--- src/rtl/cpu_pkg.sv ---
// Shared core definitions: datapath width, default reset PC and the
// fetch controller state encoding.
package cpu_pkg;

  localparam int XLEN = 32;

  typedef logic [XLEN-1:0] word_t;

  localparam word_t DEFAULT_RESET_PC = 32'h0000_0000;

  localparam logic [1:0] S_IDLE = 2'd0;
  localparam logic [1:0] S_REQ  = 2'd1;
  localparam logic [1:0] S_RESP = 2'd2;
  localparam logic [1:0] S_OUT  = 2'd3;

endpackage

--- src/rtl/pc_fetch_ctrl_next_pc_mux.sv ---
// Next-PC selection: redirect target, sequential increment, or hold.
// Kept standalone so the branch predictor can reuse it.
module next_pc_mux
  import cpu_pkg::*;
(
  input  logic [XLEN-1:0] pc,
  input  logic            redirect,
  input  logic [XLEN-1:0] redirect_pc,
  input  logic            advance,
  output logic [XLEN-1:0] next_pc
);

  always_comb begin
    next_pc = pc;
    if (redirect) begin
      next_pc = redirect_pc;
    end else if (advance) begin
      next_pc = pc + XLEN'(1);
    end
  end

endmodule

--- src/rtl/pc_fetch_ctrl.sv ---
// PC register and single-outstanding instruction fetch controller with a
// one-entry output buffer toward decode.
module pc_fetch_ctrl
  import cpu_pkg::*;
#(
  parameter logic [XLEN-1:0] RESET_PC = DEFAULT_RESET_PC
) (
  input  logic            clk,
  input  logic            rst,
  input  logic            redirect_i,
  input  logic [XLEN-1:0] redirect_pc_i,
  output logic            imem_req_o,
  output logic [XLEN-1:0] imem_addr_o,
  input  logic            imem_gnt_i,
  input  logic            imem_rvalid_i,
  input  logic [XLEN-1:0] imem_rdata_i,
  output logic            if_valid_o,
  output logic [XLEN-1:0] if_pc_o,
  output logic [XLEN-1:0] if_instr_o,
  input  logic            if_ready_i
);

  logic [1:0]      state_reg, state_next;
  logic [XLEN-1:0] pc_reg, pc_next;
  logic [XLEN-1:0] inflight_pc_reg, inflight_pc_next;
  logic            discard_reg, discard_next;
  logic [XLEN-1:0] if_pc_reg, if_instr_reg;
  logic            buf_load;
  logic            advance;

  assign advance = (state_reg == S_REQ) && imem_gnt_i;

  // A redirect always retargets the PC, whatever the state; the FSM only
  // decides whether an in-flight response must be thrown away.
  next_pc_mux u_next_pc_mux (
    .pc          (pc_reg),
    .redirect    (redirect_i),
    .redirect_pc (redirect_pc_i),
    .advance     (advance),
    .next_pc     (pc_next)
  );

  always_comb begin
    state_next       = state_reg;
    inflight_pc_next = inflight_pc_reg;
    discard_next     = discard_reg;
    buf_load         = 1'b0;
    case (state_reg)
      S_IDLE: state_next = S_REQ;
      S_REQ: begin
        if (imem_gnt_i) begin
          inflight_pc_next = pc_reg;
          state_next       = S_RESP;
          if (redirect_i) begin
            discard_next = 1'b1;
          end
        end
      end
      S_RESP: begin
        if (imem_rvalid_i) begin
          discard_next = 1'b0;
          if (discard_reg || redirect_i) begin
            state_next = S_REQ;
          end else begin
            buf_load   = 1'b1;
            state_next = S_OUT;
          end
        end else if (redirect_i) begin
          discard_next = 1'b1;
        end
      end
      S_OUT: begin
        if (redirect_i || if_ready_i) begin
          state_next = S_REQ;
        end
      end
      default: state_next = S_IDLE;
    endcase
  end

  always_ff @(posedge clk) begin
    if (rst) begin
      state_reg       <= S_IDLE;
      pc_reg          <= RESET_PC;
      inflight_pc_reg <= '0;
      discard_reg     <= 1'b0;
      if_pc_reg       <= '0;
      if_instr_reg    <= '0;
    end else begin
      state_reg       <= state_next;
      pc_reg          <= pc_next;
      inflight_pc_reg <= inflight_pc_next;
      discard_reg     <= discard_next;
      if (buf_load) begin
        if_pc_reg    <= inflight_pc_reg;
        if_instr_reg <= imem_rdata_i;
      end
    end
  end

  assign imem_req_o  = (state_reg == S_REQ);
  assign imem_addr_o = pc_reg;
  assign if_valid_o  = (state_reg == S_OUT);
  assign if_pc_o     = if_pc_reg;
  assign if_instr_o  = if_instr_reg;

endmodule

--- config.mk ---
export PLATFORM = sky130hd
export DESIGN_NAME = pc_fetch_ctrl
export DESIGN_NICKNAME = d
export VERILOG_FILES = /design/src/rtl/cpu_pkg.sv /design/src/rtl/pc_fetch_ctrl_next_pc_mux.sv /design/src/rtl/pc_fetch_ctrl.sv
export SDC_FILE = /design/constraint.sdc
export NUM_CORES = 1
export LEC_CHECK = 0
export CORE_MARGIN = 5
export CORE_UTILIZATION = 25
export CTS_CLUSTER_DIAMETER = 200
export DETAILED_ROUTE_END_ITERATION = 16
export SLEW_MARGIN = 20
export SYNTH_ARGS = -nofsm -noshare
export SYNTH_HDL_FRONTEND = slang
export SYNTH_SLANG_ARGS = --single-unit
--- constraint.sdc ---
create_clock -name clk -period 2.2 [get_ports clk]
set_input_delay 0.55 -clock clk [delete_from_list [all_inputs] [get_ports clk]]
set_output_delay 0.55 -clock clk [all_outputs]
set_load 0.05 [all_outputs]
-- Yosys cells after proc, flatten, opt, wreduce, memory -nomap -nowiden
Cells that the tools add are included.
W data, S select, Z words.
- add/subtract/negate cells: 1
- equal/unequal tests: 6
- mux-type cells: 14
- reductions and logical operators: 9
- operators with widths (cell ; number):
    $mux W32 ; 2
    $add A32 B1 Y32 const B ; 1
    $mux W2 ; 4
    $pmux W2 S4 ; 1
    $mux W1 ; 6
    $eq A2 B2 Y1 const B ; 2
    $ne A2 B1 Y1 const B ; 2
    $reduce_and A2 Y1 ; 2
    $reduce_bool A2 Y1 ; 2
    $reduce_and A3 Y1 ; 1
    $eq A2 B1 Y1 const B ; 1
    $logic_not A2 Y1 ; 1
    $logic_or A1 B1 Y1 ; 2
    $ne A2 B2 Y1 const B ; 1
    $pmux W1 S2 ; 1
    $logic_and A1 B1 Y1 ; 1
- word-level logic and storage cells: 36
- bits in registers: 131
- output and inout bits: 98
- input port bits: 70

-- Longest topological paths before layout
- depth in word-level cells: 4
- gate-level depth with buffers: 9
- gate-level depth less buffers: 6

-- Cells and area by module
From an unflattened synthesis, not the netlist that was laid out.
- cell total of the unflattened synthesis: 688
- area, all modules: 5451.5 sq um
- by module, submodules not included (module ; area each (sq um) ; seq. area each (sq um) ; cells an instance ; times used):
    pc_fetch_ctrl ; 4398.0 ; 2622.5 ; 510 ; 1
    next_pc_mux ; 1053.5 ; 0.0 ; 178 ; 1

-- Least setup slack after synthesis
Ideal clock, no wire load.
- kind: reg2reg
- start point: register state_reg[0]
- end point: register pc_reg[21], in the netlist imem_addr_o[21]
- clock period less this slack: 2.554 ns
- data arrival time: 2.463 ns
- stages on the path, launching flop included: 8
- path slack: -0.354 ns
- required time: 2.109 ns
- path buffers: 2
- setup time: 0.091 ns
- path through: dfxtp_1 -> ha_1 -> buf_2 -> nand2_1 -> or4_1 -> clkbuf_2 -> or4_1 -> a311oi_1
- word-level cells in the longest chain between the ends: 3
- RTL lines (item ; RTL line ; RTL):
    from (decl) ; pc_fetch_ctrl.sv:23 ; logic [1:0] state_reg, state_next;
    from (signal assigned) ; pc_fetch_ctrl.sv:90 ; state_reg <= state_next;
    $eq A2 B1 Y1 ; n/a ;
    named net imem_req_o ; pc_fetch_ctrl.sv:12 ; output logic imem_req_o,
    $logic_and A1 B1 Y1 ; pc_fetch_ctrl.sv:31 ; assign advance = (state_reg == S_REQ) && imem_gnt_i;
    $reduce_bool A2 Y1 (no source line) ; n/a ;
    to (signal assigned) ; pc_fetch_ctrl.sv:91 ; pc_reg <= pc_next;
    to (decl) ; pc_fetch_ctrl.sv:24 ; logic [XLEN-1:0] pc_reg, pc_next;
The timed path passes the listed nets, and every way through them passes these cells.
A chain may end at the register's enable or synchronous reset.

-- Final worst setup path
- start point: register if_pc_reg[10], in the netlist if_pc_o[10]
- end point: output if_pc_o[10]
- RTL lines (item ; RTL line ; RTL):
    from (decl) ; pc_fetch_ctrl.sv:27 ; logic [XLEN-1:0] if_pc_reg, if_instr_reg;
    from (signal assigned) ; pc_fetch_ctrl.sv:95 ; if_pc_reg <= inflight_pc_reg;
    to (decl) ; pc_fetch_ctrl.sv:18 ; output logic [XLEN-1:0] if_pc_o,
No word-level cell between the ends.

==> results.py <==
metrics = {
    "final_layout": {
        "finalNetCount": 963,
        "fin_util": 0.381,
        "drive_gt1_frac": 0.159,
        "n_fill_cell": 2269,
        "fin_cells": 1182,
        "area_growth_pct": 50.7,
        "n_antenna_cell": 0,
    },
    "timing": {
        "clock_skew_ns": 0.00871,
        "fin_crit_ns": 2.14,
        "max_slew_margin": 0.630,
        "grt_setup_unrepaired": "no",
        "fmax_ghz": 0.468,
        "fin_ws_ns": 0.0640,
        "setup_viol": 0,
        "slew_violations": 0,
        "worstMarginPinSlew_ns": 0.554,
        "post-route-period-util": 0.971,
        "hold_violations": 0,
    },
    "synth": {
        "synth_edf_count": 0,
        "syn-cell-area_um2": 5480,
        "synth_top_area_frac": 0.478,
        "synth_cell_types": 47,
        "yosys.area.top_type": "dfxtp_1",
        "synthCells": 705,
        "synth-main-ff-cell": "dfxtp_1",
        "synth_compound_area_frac": 0.183,
        "async_reset_ff_frac": 0,
        "syn_nets": 779,
        "synthSimpleGateAreaFrac": 0.271,
        "ys_seq_elements": 131,
        "syn_avg_cell_area_um2": 7.78,
        "yosys-top-cells-area": "dfxtp_1 48%, nand2_1 15%, a21oi_1 9.9%",
        "synth_xor_xnor_area_share": 0.0144,
        "synth_top_family_by_area": "simple AND/OR/NAND/NOR gates",
        "seq_area_frac_synth": 0.478,
        "synth_adder_area_share": 0.00913,
        "synth_mux_area_frac": 0,
        "yosys_warnings": 0,
    },
    "routing": {
        "drtIter0Drc": 316,
        "wl_per_cell_um": 15.5,
        "first_pass_iters": 4,
        "ant_nets": 0,
        "vias": 5562,
        "vias_per_cell": 4.71,
        "drc": 0,
        "postRouteWirelength_um": 18300,
    },
    "setup_path": {
        "path_cells": "clkdlybuf4s50_1",
        "crit_path_start_kind": "register",
        "end_kind": "primary output",
        "path_delay_family": "buffers and inverters",
        "worst-path-buf-inv": 1,
        "worstPathRequired_ns": 1.65,
        "critPathSlowestCell": "clkdlybuf4s50_1",
        "worst_path_largest_cell_delay_ns": 0.84,
        "ff2ff_setup_slack_ns": 0.16,
        "crit_type": "register to primary output",
        "crit_fanout": 2,
        "cp.arrival_ns": 1.59,
    },
    "run": {
        "maxCapViolations": 0,
    },
    "global_routing": {
        "grtUsageTotal": 0.146,
        "overflow": 0,
        "antenna_found_initial": 0,
        "first_global_vias": 5227,
        "grt_max_degree": 49,
        "grt_pass1_wl_um": 28800,
    },
    "placement": {
        "pre_cts_slack_ns": -0.379,
        "dp.cells": 1150,
        "place.gp.congestion": 0.809,
        "portBuffers": 167,
        "dp_hpwl_um": 13500,
    },
    "die": {
        "die_x_um": 158,
        "die-area_um2": 25000,
        "die_height_um": 158,
        "core_area_um2": 21700,
        "num_rows": 54,
        "start_util": 0.253,
        "ios": 168,
    },
    "cts": {
        "cts_buffer_depth": 2,
        "clock_sink_count": 131,
        "htreeDepth": 4,
        "cts_made_buffers": 17,
        "clk-insertion-delay-late_ns": 0.42,
        "post_cts_buffers": 0,
        "clk_pin_slew_worst_paths_ns": 0.06,
        "cts_root_buf": "clkbuf_16",
        "cts_tree": "done",
    },
    "pwr": {
        "finalPower_w": 0.00599,
        "vdd_drop_max_mv": 0.419,
        "p_leak_nw": 2.89,
        "p_per_area_nw_per_um2": 724,
    },
    "outcome": {
        "outcome": "finished, final reports clean",
    },
    "min_path": {
        "hold_class": "register to register",
    },
}
==> area by class of cell <==
class                      instances  area (um2)  share of cell area
multi-input combinational        511        2660               0.322
tap                              280         350              0.0424
timing repair buffer             217        2020               0.244
clock buffer                      18         429              0.0519
inverter                          11        41.3             0.00500
clock inverter                    14         131              0.0159
sequential                       131        2640               0.319
==> power by group <==
group	internal (W)	leakage (nW)	total, W	switching [W]
registers	0.00245	1.07	0.00255	0.0000948
clock network	0.00156	0.263	0.00266	0.00110
logic	0.000321	1.56	0.000780	0.000459
==> worst reg2reg max path, stage by stage (launching register included) <==
cell	delay, ns
dfxtp_2	0.39
ha_2	0.22
and4_1	0.27
nand4_1	0.27
or4_1	0.54
a311oi_1	0.26
==> through the flow <==
step	instance area, um2	hold WS, ns	TNS [ns]
2_1_floorplan	5530	0.432	0
3_3_place_gp	7690	0.439	-3.22
3_5_place_dp	7690	0.444	-3.55
4_1_cts	8250	0.451	0
5_1_grt	8260	0.467	0
6_report	8260	0.449	0
==> cells in the mapped netlist, types with 7 or more instances <==
| library cell | n |
|---|---|
| and3_1 | 7 |
| inv_1 | 11 |
| nor4_1 | 8 |
| a211oi_1 | 8 |
| or4_1 | 9 |
| clkbuf_1 | 46 |
| a21oi_1 | 108 |
| and4_1 | 9 |
| a311oi_1 | 12 |
| nand4_1 | 10 |
| nand2_1 | 221 |
| dfxtp_1 | 131 |
| o31ai_1 | 7 |
| nor2_1 | 26 |
| nand3_1 | 13 |
==> cell families (layout without fill, tap and decap cells) <==
logic type      count (synthesis)  count (layout)
xor+xnor                        9               9
fa+ha+maj                       4               4
flops                         131             131
compound gates                168             168
simple gates                  330             330
buf+inv                        63             260
==> timing repair <==
action	CTS	global route
pin swaps	0	0
hold buffers	0	0
endpoints found under the setup margin	1	4
gates cloned	0	0
resized for setup	1	4
==> cells in the final DEF (no fill, tap or decap), types with 3 or more instances in the layout <==
master and n:
or3b_2 3, dfxtp_2 11, a2111oi_0 3, nor4_1 8
clkbuf_16 17, nand3_1 11, and3_1 6, a221oi_1 3
o31ai_1 7, xnor2_1 6, dfxtp_1 120, a211oi_1 8
or3_1 5, clkinv_4 5, xor2_1 3, clkinvlp_4 4
inv_1 10, a31oi_1 4, a311oi_1 12, and4_1 9
buf_4 81, a21o_1 3, nand2_1 220, nand2b_1 3
nand4_1 10, and2_1 6, a21oi_1 108, clkdlybuf4s50_1 130
buf_12 5, o22ai_1 3, nand3_2 3, or4_1 8
o21ai_0 5, nor2_1 26
==> final timing paths <==
| path | startpoint | end | cells past startpoint |
|---|---|---|---|
| max reg2reg | imem_addr_o[0] | imem_addr_o[18] | 5 |
| max | if_pc_o[10] | if_pc_o[10] | 1 |
| min reg2reg | inflight_pc_reg[6] | if_pc_o[6] | 2 |
| min | inflight_pc_reg[6] | if_pc_o[6] | 2 |
==> routing by layer <==
layer,wire [um],global-route usage,vias to the layer above,share of wire
met4,161,0.0349,0,0.0088
met1,8310,0.193,2588,0.45
met3,1530,0.0533,12,0.084
met5,0,0,-,0
met2,8310,0.228,148,0.45
li1,-,-,2814,-
Note: power is estimated with default switching activity, not from simulation.
